`src/rtl/redmule_pkg.sv`:
```
// rtl/redmule_pkg.sv - shared RedMulE constants and X load controller state type
package redmule_pkg;

   localparam int unsigned ARRAY_WIDTH = 12;
   localparam int unsigned DW          = 288;

   typedef enum logic [2:0] {
      X_LOAD_IDLE       = 3'd0,
      X_LOAD_LOAD       = 3'd1,
      X_LOAD_PAD        = 3'd2,
      X_LOAD_WAIT_FULL  = 3'd3,
      X_LOAD_WAIT_EMPTY = 3'd4
   } x_load_state_e;

endpackage

```
`src/rtl/redmule_x_load_reg.sv`:
```
// rtl/redmule_x_load_reg.sv - registered X buffer write stage with zero-force for padding rows
module redmule_x_load_reg
   import redmule_pkg::*;
#(
   parameter int unsigned DW = redmule_pkg::DW
) (
   input  logic          clk_i,
   input  logic          rst_ni,
   input  logic          clear_i,
   input  logic          load_i,
   input  logic          zero_i,
   input  logic [DW-1:0] data_i,
   output logic          load_o,
   output logic [DW-1:0] data_o
);

   // Strobe follows the request by one cycle; data only moves on a load so it stays quiet otherwise.
   always_ff @(posedge clk_i or negedge rst_ni) begin
      if (!rst_ni) begin
         load_o <= 1'b0;
         data_o <= '0;
      end else if (clear_i) begin
         load_o <= 1'b0;
         data_o <= '0;
      end else begin
         load_o <= load_i;
         if (load_i) begin
            data_o <= zero_i ? '0 : data_i;
         end
      end
   end

endmodule

```
`src/rtl/redmule_x_load_ctrl.sv`:
```
// rtl/redmule_x_load_ctrl.sv - X streamer to X buffer write controller with tile sequencing and padding
module redmule_x_load_ctrl
   import redmule_pkg::*;
#(
   parameter int unsigned DW = redmule_pkg::DW,
   parameter int unsigned W  = ARRAY_WIDTH,
   localparam int unsigned CW = $clog2(W) + 1
) (
   input  logic          clk_i,
   input  logic          rst_ni,
   input  logic          clear_i,
   input  logic          start_i,
   input  logic [15:0]   tiles_i,
   input  logic [CW-1:0] width_i,
   input  logic [CW-1:0] last_rows_i,
   input  logic [DW-1:0] x_stream_data_i,
   input  logic          x_stream_valid_i,
   output logic          x_stream_ready_o,
   output logic          x_load_o,
   output logic [DW-1:0] x_data_o,
   input  logic          x_full_i,
   input  logic          x_empty_i,
   output logic          x_rst_w_index_o,
   output logic          busy_o,
   output logic          done_o
);

   x_load_state_e state_q, state_d;

   logic [CW-1:0] row_cnt_q;
   logic [15:0]   tile_cnt_q;
   logic [15:0]   tiles_q;
   logic [CW-1:0] width_q;
   logic [CW-1:0] last_rows_q;

   logic [CW-1:0] lim;
   logic [CW-1:0] row_inc;
   logic [15:0]   tile_inc;
   logic          last_tile;
   logic          stream_open;
   logic          accept;
   logic          load_req;
   logic          pad_zero;

   assign row_inc     = row_cnt_q + CW'(1);
   assign tile_inc    = tile_cnt_q + 16'd1;
   assign last_tile   = (tile_inc == tiles_q);
   assign lim         = last_tile ? last_rows_q : width_q;
   assign stream_open = (state_q == X_LOAD_LOAD) && (row_cnt_q < lim);
   assign accept      = x_stream_valid_i && stream_open;

   // State register.
   always_ff @(posedge clk_i or negedge rst_ni) begin
      if (!rst_ni) begin
         state_q <= X_LOAD_IDLE;
      end else if (clear_i) begin
         state_q <= X_LOAD_IDLE;
      end else begin
         state_q <= state_d;
      end
   end

   // Next-state: stream rows, pad a short last tile, then wait out the buffer's full/empty cycle.
   always_comb begin
      state_d = state_q;
      unique case (state_q)
         X_LOAD_IDLE:       if (start_i) state_d = X_LOAD_LOAD;
         X_LOAD_LOAD:       if (accept && (row_inc == lim))
                               state_d = (lim < width_q) ? X_LOAD_PAD : X_LOAD_WAIT_FULL;
         X_LOAD_PAD:        if (row_inc == width_q) state_d = X_LOAD_WAIT_FULL;
         X_LOAD_WAIT_FULL:  if (x_full_i) state_d = X_LOAD_WAIT_EMPTY;
         X_LOAD_WAIT_EMPTY: if (x_empty_i) state_d = last_tile ? X_LOAD_IDLE : X_LOAD_LOAD;
         default:           state_d = X_LOAD_IDLE;
      endcase
   end

   // Outputs and load requests decoded from the current state.
   always_comb begin
      x_stream_ready_o = 1'b0;
      load_req         = 1'b0;
      pad_zero         = 1'b0;
      x_rst_w_index_o  = 1'b0;
      done_o           = 1'b0;
      busy_o           = (state_q != X_LOAD_IDLE);
      unique case (state_q)
         X_LOAD_LOAD: begin
            x_stream_ready_o = stream_open;
            load_req         = accept;
         end
         X_LOAD_PAD: begin
            load_req = 1'b1;
            pad_zero = 1'b1;
         end
         X_LOAD_WAIT_EMPTY: begin
            x_rst_w_index_o = x_empty_i;
            done_o          = x_empty_i && last_tile;
         end
         default: ;
      endcase
   end

   // Job configuration and row/tile counters.
   always_ff @(posedge clk_i or negedge rst_ni) begin
      if (!rst_ni) begin
         row_cnt_q   <= '0;
         tile_cnt_q  <= '0;
         tiles_q     <= '0;
         width_q     <= '0;
         last_rows_q <= '0;
      end else if (clear_i) begin
         row_cnt_q   <= '0;
         tile_cnt_q  <= '0;
         tiles_q     <= '0;
         width_q     <= '0;
         last_rows_q <= '0;
      end else begin
         if ((state_q == X_LOAD_IDLE) && start_i) begin
            tiles_q     <= tiles_i;
            width_q     <= width_i;
            last_rows_q <= last_rows_i;
            row_cnt_q   <= '0;
            tile_cnt_q  <= '0;
         end
         if (accept || (state_q == X_LOAD_PAD)) begin
            row_cnt_q <= row_inc;
         end
         if (x_rst_w_index_o) begin
            row_cnt_q  <= '0;
            tile_cnt_q <= tile_inc;
         end
      end
   end

   redmule_x_load_reg #(
      .DW (DW)
   ) i_x_load_reg (
      .clk_i   (clk_i),
      .rst_ni  (rst_ni),
      .clear_i (clear_i),
      .load_i  (load_req),
      .zero_i  (pad_zero),
      .data_i  (x_stream_data_i),
      .load_o  (x_load_o),
      .data_o  (x_data_o)
   );

endmodule

```
`config.mk`:
```
export PLATFORM = sky130hd
export DESIGN_NAME = redmule_x_load_ctrl
export DESIGN_NICKNAME = d
export VERILOG_FILES = /design/src/rtl/redmule_pkg.sv /design/src/rtl/redmule_x_load_reg.sv /design/src/rtl/redmule_x_load_ctrl.sv
export SDC_FILE = /design/constraint.sdc
export NUM_CORES = 1
export LEC_CHECK = 0
export CAP_MARGIN = 20
export CELL_PAD_IN_SITES_DETAIL_PLACEMENT = 2
export CELL_PAD_IN_SITES_GLOBAL_PLACEMENT = 2
export CORE_AREA = 2 2 242 244
export CTS_CLUSTER_DIAMETER = 200
export DETAILED_ROUTE_END_ITERATION = 16
export DIE_AREA = 0 0 244 246
export PLACE_DENSITY_LB_ADDON = 0.1
export SLEW_MARGIN = 10
export SYNTH_ARGS = -nofsm -noshare
export SYNTH_HDL_FRONTEND = slang
export SYNTH_SLANG_ARGS = --single-unit
```
`constraint.sdc`:
```
create_clock -name clk_i -period 13.6 [get_ports clk_i]
set_clock_uncertainty 0.1 [all_clocks]
set_input_delay 2.72 -clock clk_i [delete_from_list [all_inputs] [get_ports clk_i]]
set_output_delay 2.72 -clock clk_i [all_outputs]
set_load 0.05 [all_outputs]
```
==> results.yml, run 1 <==
floorplan:
  die_h_um: 246
  pin_count: 614
  dieWidth_um: 244
  die_area_um2: 60000
  rows: 88
  initial_core_util: 0.232
  coreArea_um2: 57400
power_and_ir_drop:
  p_seq_frac: 0.346
  p_switching_uw: 1320
  pwr-share-comb: 0.340
  p_int_uw: 2250
  p_sw_frac: 0.370
  vdd_ir_drop_max_mv: 0.0753
  power_leakage_uw: 0.00933
  power_density_nw_per_um2: 166
  pwr-share-clk: 0.314
routing:
  dr.pass1.iters: 6
  drt_iter0_markers: 371
  drc: 0
  routed_wl_mm: 60.0
  wl_per_cell_um: 25.2
  vias_per_cell: 4.72
  ant_nets: 0
  num_vias: 11200
critical_path:
  cp.arrival_ns: 5.37
  critPathTopFamily: "simple AND/OR/NAND/NOR gates"
  slowest_delay_ns: 0.88
  slowest_stage: "clkdlybuf4s50_1"
  crit_required_ns: 10.78
  worst_setup_path_end_kind: "primary output"
  crit_path_max_fanout: 9
  startpoint_type: "flop"
  path_cells: "ha_1 -> and4_2 -> nand4_1 -> xnor2_1 -> nor4_1 -> nand2_1 -> nor2_4 -> nor2_1 -> a21o_2 -> inv_1 -> ha_1 -> nor2b_1 -> o21a_1 -> o21a_1 -> o21ai_0 -> and2_1 -> clkdlybuf4s50_1"
  path_buf_inv: 2
  timing_worst_setup_path_type: "flop to primary output"
flow_run:
  maxCapViolCount: 0
finish:
  syn2layout_area_growth_pct: 62.1
  fin_nets: 1913
  final_util: 0.376
  drive_above_1_share: 0.0667
logic_synthesis:
  ys_types: 64
  synth_top_area_share: 0.638
  synth_area_leaders: "dfrtp_1, a22o_1, clkbuf_1"
  yosysWarningCount: 0
  avgSynthCellArea_um2: 13.4
  ys_seq_elements: 339
  synth_top_area_cell: "dfrtp_1"
  synth_seq_area_share: 0.638
  synth_ff_type: "dfrtp_1"
  syn_inst: 993
  syn_nets: 1325
  syn_area_um2: 13300
  synth_enable_flop_cells: 0
  async_reset_ff_frac: 1.00
global_routing:
  grt_overflow: 0
  antenna_found_initial: 11
  grt_pass1_wl_mm: 88.6
  grt_pass1_vias: 12600
  track_usage: 0.198
  grt_max_degree: 135
placement:
  port-buffer-count: 613
  hpwl_mm: 43.8
  gp_congestion: 0.791
timing:
  timing.final.crit_share: 0.602
  drv_slew: 0
  tightest_slew_ns: 0.986
  rsz0062_at_grt: "false"
  fin_tns_setup_ns: 0
  final_hold_viol_count: 0
  setup_viol_count_final: 0
  post-route-min-period_ns: 8.19
  relSlewSlack: 0.343
  max_freq_mhz: 122
clock_tree:
  clkTransAtPathRegs_ns: 0.06
  cts_setup_buffers: 0
  postCtsHoldBufs: 0
  cts_buffer_depth: 3
  cts_buffers: 42
  ctsRootBufferMaster: "clkbuf_16"
  htreeDepth: 2
  insertion_delay_ns: 0.56
  clock_sink_count: 339
  cts_tree: "done"
  cts_resized: 0
outcome:
  status: "completed"
min_path:
  hp-class: "flop to flop"
logic make-up (layout without fill, tap and decap cells):
logic type      Yosys count  in the layout  share of synthesized area
fa+ha+maj                11             11                     0.0104
compound gates          397            397                      0.249
buf+inv                 102            713                     0.0327
simple gates            111            111                     0.0470
other cells               0              6                          0
flops                   339            339                      0.638
mux                       2              2                    0.00226
xor+xnor                 31             31                     0.0210
through the flow:
stage,hold WS [ns],cells,power [uW],area (um^2),worst slack (ns)
after global placement,0.387,2299,2470,20100,6.18
after global routing,0.422,2374,3740,21600,5.02
after detailed placement,0.390,2300,2480,20200,6.00
final,0.400,2375,3570,21600,5.41
after floorplan,0.371,993,1940,13300,7.29
after CTS,0.407,2367,3630,21500,5.38
registers in the layout, summed over array words and instances (netlist names):
| signal | count |
|---|---|
| width_q | 5 |
| tiles_q | 16 |
| i_x_load_reg.data_o | 288 |
| row_cnt_q | 5 |
| i_x_load_reg.load_o | 1 |
| last_rows_q | 5 |
| tile_cnt_q | 16 |
| state_q | 3 |
placed cells by master, fill, tap and decap left out, types with 3 or more instances in the layout:
| master | Yosys | final |
|---|---|---|
| clkbuf_16 | 0 | 42 |
| o31ai_1 | 6 | 6 |
| xor2_1 | 8 | 8 |
| clkbuf_8 | 0 | 11 |
| nand3_2 | 3 | 3 |
| o21ai_0 | 32 | 32 |
| dfrtp_1 | 339 | 339 |
| o21a_1 | 4 | 4 |
| nor4_2 | 3 | 3 |
| ha_1 | 11 | 11 |
| inv_1 | 16 | 16 |
| diode_2 | 0 | 6 |
| a31oi_1 | 3 | 3 |
| nor3_1 | 7 | 6 |
| nand4_2 | 3 | 3 |
| or2_2 | 3 | 3 |
| nand2_1 | 36 | 36 |
| nand3_1 | 11 | 11 |
| clkbuf_1 | 62 | 8 |
| nor4_1 | 4 | 4 |
| a21o_1 | 3 | 3 |
| a21oi_1 | 11 | 10 |
| xnor2_1 | 22 | 22 |
| nand4_1 | 3 | 3 |
| clkinv_2 | 1 | 3 |
| bufinv_16 | 0 | 3 |
| a22o_1 | 315 | 315 |
| nor2_1 | 18 | 18 |
| clkdlybuf4s50_1 | 0 | 612 |
| buf_4 | 5 | 12 |
layer usage:
| metal | track usage | vias to the layer above | share of wire |
|---|---|---|---|
| met5 | 0 | - | 0.0012 |
| met3 | 0.0699 | 87 | 0.081 |
| met1 | 0.228 | 5810 | 0.38 |
| met4 | 0.0667 | 10 | 0.031 |
| met2 | 0.342 | 361 | 0.51 |
| li1 | - | 4935 | - |
Yosys cell counts (all sizes together) (11+ instances only):
cell type and instances:
nand3 14, inv 17, a21oi 11, ha 11, nor2 19, clkbuf 62, a22o 315, xnor2 23
buf 22, nand2 36, o21ai 33, dfrtp 339
cell type report:
class	count	area, um^2
Inverter	18	68.8
Fill cell	5913	35800
Sequential cell	339	8480
Antenna cell	6	15.0
Clock inverter	6	116
Tap cell	765	957
Clock buffer	61	1230
Multi-Input combinational cell	552	4390
Timing Repair Buffer	628	6290
final timing paths:
path                                                 end  cells past startpoint                     start  slack [ns]
worst max register to register  i_x_load_reg.data_o[138]                     22             tile_cnt_q[0]        6.31
worst max-delay path                    x_stream_ready_o                     17             tile_cnt_q[0]        5.41
worst min register to register  i_x_load_reg.data_o[193]                      1  i_x_load_reg.data_o[193]        0.40
min in group asynchronous                     tiles_q[1]                      1                    rst_ni        2.10
max in group asynchronous       i_x_load_reg.data_o[262]                      2                    rst_ni        9.82
worst min-delay path            i_x_load_reg.data_o[193]                      1  i_x_load_reg.data_o[193]        0.40
power groups by stage:
stage / Combinational (uW) / Sequential [uW] / Clock [uW]
floorplan: 282 / 1660 / 0
global placement: 1220 / 1250 / 0
detailed placement: 1230 / 1250 / 0
CTS: 1230 / 1240 / 1160
global route: 1280 / 1260 / 1210
finish: 1220 / 1240 / 1120
(Power assumes the default switching activity.)
==> run 2: changes to the inputs <==
CORE_AREA = default   (was 2 2 242 244)
CORE_MARGIN = 2   (was default)
CORE_UTILIZATION = 23   (was default)
DIE_AREA = default   (was 0 0 244 246)
clock period = 6.6 ns   (was 13.6 ns; I/O delays follow)
==> results.yml, run 2 (synthesis gave the netlist of run 1 again) <==
outcome:
  status: "completed"
critical_path:
  crit_required_ns: 5.18
  path_buf_inv: 2
  slowest_delay_ns: 0.45
  timing_worst_setup_path_type: "flop to primary output"
  startpoint_type: "flop"
  worst_setup_path_end_kind: "primary output"
  path_cells: "ha_1 -> and4_2 -> nand4_1 -> xnor2_1 -> nor4_2 -> nand2_1 -> nor2_4 -> nor2_1 -> a21o_2 -> inv_1 -> ha_1 -> nor2b_1 -> o21a_1 -> o21a_1 -> o21ai_0 -> and2_1 -> clkbuf_2"
  cp.arrival_ns: 4.66
  slowest_stage: "nor4_2"
  critPathTopFamily: "simple AND/OR/NAND/NOR gates"
  crit_path_max_fanout: 9
floorplan:
  die_h_um: 244
  rows: 88
  pin_count: 614
  die_area_um2: 59700
  coreArea_um2: 57400
  initial_core_util: 0.232
  dieWidth_um: 244
global_routing:
  grt_max_degree: 156
  grt_pass1_vias: 12800
  track_usage: 0.198
  grt_pass1_wl_mm: 88.6
  antenna_found_initial: 11
  grt_overflow: 0
routing:
  vias_per_cell: 4.70
  wl_per_cell_um: 25.1
  dr.pass1.iters: 4
  ant_nets: 0
  drc: 0
  routed_wl_mm: 60.0
  drt_iter0_markers: 451
  num_vias: 11200
clock_tree:
  cts_buffers: 42
  insertion_delay_ns: 0.58
  cts_setup_buffers: 0
  htreeDepth: 2
  clock_sink_count: 339
  cts_tree: "done"
  clkTransAtPathRegs_ns: 0.06
  cts_buffer_depth: 3
  ctsRootBufferMaster: "clkbuf_16"
power_and_ir_drop:
  pwr-share-comb: 0.334
  p_sw_frac: 0.369
  vdd_ir_drop_max_mv: 0.188
  pwr-share-clk: 0.329
  p_seq_frac: 0.337
  p_switching_uw: 2780
  p_int_uw: 4770
  p_total_uw: 7550
  power_leakage_uw: 0.00945
  power_density_nw_per_um2: 346
finish:
  fin_cells: 2392
  multi_input_area_um2: 4400
  final_common_cell: "clkdlybuf4s50_1"
  reg_top3: "i_x_load_reg.data_o x288, tile_cnt_q x16, tiles_q x16"
  fin_nets: 1916
  final_util: 0.380
  drive_above_1_share: 0.0754
  register_area_um2: 8480
  syn2layout_area_growth_pct: 64.2
  regMostFlops: "i_x_load_reg.data_o"
  fillers: 5902
  final_cell_mix: "clkdlybuf4s50_1, dfrtp_1, a22o_1"
  largest_reg_flops: 288
timing:
  max_freq_mhz: 165
  tightest_slew_ns: 1.10
  drv_slew: 0
  final_hold_viol_count: 0
  setup_viol_count_final: 0
  relSlewSlack: 0.267
  post-route-min-period_ns: 6.08
  timing.final.crit_share: 0.921
  rsz0062_at_grt: "false"
  fin_tns_setup_ns: 0
placement:
  dp.cells: 2304
  hpwl_mm: 44.0
  port-buffer-count: 613
  gp_congestion: 0.806
min_path:
  hp-class: "flop to flop"
flow_run:
  maxCapViolCount: 0
## run 2: cell count changes in the layout (fill, tap and decap cells not counted), sizes merged
cell / delta
clkbuf: +6
buf: +3
diode: +3
inv: +3
clkinv: +2
bufinv: +1
clkdlybuf4s50: -1
## run 2: power by group through the flow
| stage | Clock [uW] | Sequential [uW] | Combinational [uW] |
|---|---|---|---|
| floorplan | 0 | 3420 | 581 |
| global placement | 0 | 2560 | 2540 |
| detailed placement | 0 | 2570 | 2560 |
| CTS | 2570 | 2550 | 2570 |
| global route | 2650 | 2590 | 2650 |
| finish | 2480 | 2540 | 2530 |
## run 2: final cells by class
class                      instances  area share
multi-input combinational        552       0.202
sequential                       339       0.389
clock inverter                    12     0.00854
clock buffer                      66      0.0592
tap                              765      0.0439
timing repair buffer             631       0.294
inverter                          18     0.00315
antenna                            9     0.00103
## run 2: worst paths after layout
check,start,end,slack (ns),cells past startpoint
hold / removal,i_x_load_reg.data_o[184],i_x_load_reg.data_o[184],0.40,1
setup / recovery,tile_cnt_q[0],x_stream_ready_o,0.52,17
min in group asynchronous,rst_ni,tile_cnt_q[15],0.55,1
setup reg to reg,tile_cnt_q[0],i_x_load_reg.data_o[260],1.16,21
max in group asynchronous,rst_ni,i_x_load_reg.data_o[74],4.53,2
hold reg to reg,i_x_load_reg.data_o[184],i_x_load_reg.data_o[184],0.40,1
## run 2: timing repair
item | in CTS | in global routing
resized for setup | 1 | 4
endpoints found under the setup margin | 1 | 1
hold buffers | 0 | 0
## run 2: metrics by stage
step | worst slack, ns | cell area [um^2] | hold slack, ns
floorplan | 1.53 | 13300 | 0.371
finish | 0.522 | 21800 | 0.401
global placement | 0.527 | 20300 | 0.387
global route | 0.152 | 21800 | 0.420
detailed placement | 0.397 | 20300 | 0.390
CTS | 0.0132 | 21800 | 0.407
## run 2: metal layers
layer  part of all wire  wire length [um]  track usage
met1               0.39             23100        0.227
met2               0.50             30200        0.339
met3              0.076              4560       0.0695
met4              0.034              2040       0.0714
met5            0.00057                34            0
==> run 3: changes to the inputs <==
SLEW_MARGIN = 20   (was 10)
==> results.yml, run 3 (synthesis gave the netlist of run 1 again) <==
global_routing:
  grt_overflow: 0
  track_usage: 0.197
  grt_pass1_vias: 12800
  grt_max_degree: 156
  antenna_found_initial: 10
  grt_pass1_wl_mm: 88.3
critical_path:
  timing_worst_setup_path_type: "flop to primary output"
  worstSetupStartpoint: "tile_cnt_q[0]"
  regToRegSetupSlack_ns: 1.05
  slowest_stage: "nor4_1"
  crit_required_ns: 5.18
  crit-reg2reg-launch: "tile_cnt_q[0]"
  crit_path_max_fanout: 9
  cp.arrival_ns: 4.75
  reg2regPathDepth: 21
  r2r_end: "i_x_load_reg.data_o[213]"
  worst_setup_path_end_kind: "primary output"
  path_cells: "ha_1 -> and4_2 -> nand4_1 -> xnor2_1 -> nor4_1 -> nand2_1 -> nor2_4 -> nor2_1 -> a21o_2 -> inv_1 -> ha_1 -> nor2b_1 -> o21a_1 -> o21a_1 -> o21ai_0 -> and2_1 -> clkbuf_2"
  startpoint_type: "flop"
  slowest_delay_ns: 0.54
clock_tree:
  cts_buffers: 42
  cts_buffer_depth: 3
  insertion_delay_ns: 0.57
  htreeDepth: 2
  ctsRootBufferMaster: "clkbuf_16"
  cts_tree: "done"
  clkTransAtPathRegs_ns: 0.05
  cts_setup_buffers: 0
  clock_sink_count: 339
power_and_ir_drop:
  pwr-share-comb: 0.338
  p_switching_uw: 2760
  pwr-share-clk: 0.320
  p_sw_frac: 0.370
  power_density_nw_per_um2: 343
  power_leakage_uw: 0.00939
  p_int_uw: 4690
  vdd_ir_drop_max_mv: 0.172
  p_total_uw: 7450
  p_seq_frac: 0.342
routing:
  ant_nets: 0
  drt_iter0_markers: 467
  drc: 0
  num_vias: 11300
  dr.pass1.iters: 4
  wl_per_cell_um: 25.0
  routed_wl_mm: 59.6
  vias_per_cell: 4.72
finish:
  drive_above_1_share: 0.0713
  reg_top3: "i_x_load_reg.data_o x288, tile_cnt_q x16, tiles_q x16"
  regMostFlops: "i_x_load_reg.data_o"
  largest_reg_flops: 288
  multi_input_area_um2: 4390
  syn2layout_area_growth_pct: 63.2
  final_cell_mix: "clkdlybuf4s50_1, dfrtp_1, a22o_1"
  final_common_cell: "clkdlybuf4s50_1"
  fin_nets: 1914
  register_area_um2: 8480
  fillers: 5903
timing:
  drv_slew: 0
  setup_viol_count_final: 0
  rsz0062_at_grt: "false"
  max_freq_mhz: 162
  fin_tns_setup_ns: 0
  timing.final.crit_share: 0.935
  tightest_slew_ns: 1.04
  final_hold_viol_count: 0
  relSlewSlack: 0.304
  post-route-min-period_ns: 6.17
  setup_slack_ns: 0.430
flow_run:
  maxCapViolCount: 0
outcome:
  status: "completed"
floorplan:
  coreArea_um2: 57400
  dieWidth_um: 244
  pin_count: 614
  die_h_um: 244
  die_area_um2: 59700
  initial_core_util: 0.232
  rows: 88
min_path:
  hp-class: "flop to flop"
  min_to: "i_x_load_reg.data_o[184]"
  hold-path-cell-count: 1
  hp-start: "i_x_load_reg.data_o[184]"
placement:
  gp_congestion: 0.806
  port-buffer-count: 613
  place_ws_ns: 0.414
  hpwl_mm: 43.8
run 3: final cells by class:
cell class              count  area share
flip-flops and latches    339       0.391
repair buffers            629       0.294
multi-input cells         552       0.202
clock buffers              61      0.0559
well taps                 765      0.0441
clock inverters            14     0.00882
inverters                  18     0.00317
diodes                      6    0.000692
run 3: per-layer routing:
metal	track usage	vias to the layer above	routed length, um
met4	0.0488	10	1110
li1	-	4951	-
met5	0	-	67
met1	0.227	5876	23200
met3	0.0682	74	4300
met2	0.347	339	31000
run 3: worst max-delay path, delay by kind of cell (launching register included):
family                   cells  cell delay, ns
AND/OR/NAND/NOR              8            1.87
AO/OA/AOI/OAI                4            0.74
XOR/XNOR                     1            0.19
flip-flops                   1            0.44
buffers and inverters        2            0.38
adder cells (fa/ha/maj)      2            0.54
run 3: what timing repair did:
item                                    in CTS  in global routing
endpoints found under the setup margin       1                  1
resized for setup                            1                  2
hold buffers                                 0                  0
pin swaps                                    0                  0
run 3: through the flow:
step	hold WS [ns]	util	instance area (um^2)	cells
3_5_place_dp	0.391	0.354	20300	2303
4_1_cts	0.407	0.378	21700	2378
5_1_grt	0.419	0.378	21700	2382
2_1_floorplan	0.371	-	13300	993
6_report	0.402	0.378	21700	2384
3_3_place_gp	0.387	0.354	20300	2303
run 3: power groups by stage:
stage               combinational [uW]  clock, uW  sequential (uW)
floorplan                          581          0             3420
global route                      2640       2570             2590
global placement                  2540          0             2560
detailed placement                2550          0             2570
CTS                               2560       2490             2550
finish                            2520       2390             2550
run 3: worst max-delay path by stage:
stage	to	slack, ns	cells after the start
finish	x_stream_ready_o	0.43	17
CTS	x_stream_ready_o	0.05	17
global placement	x_stream_ready_o	0.53	17
global route	x_stream_ready_o	0.06	17
floorplan	i_x_load_reg.data_o[203]	1.53	21
detailed placement	x_stream_ready_o	0.41	17
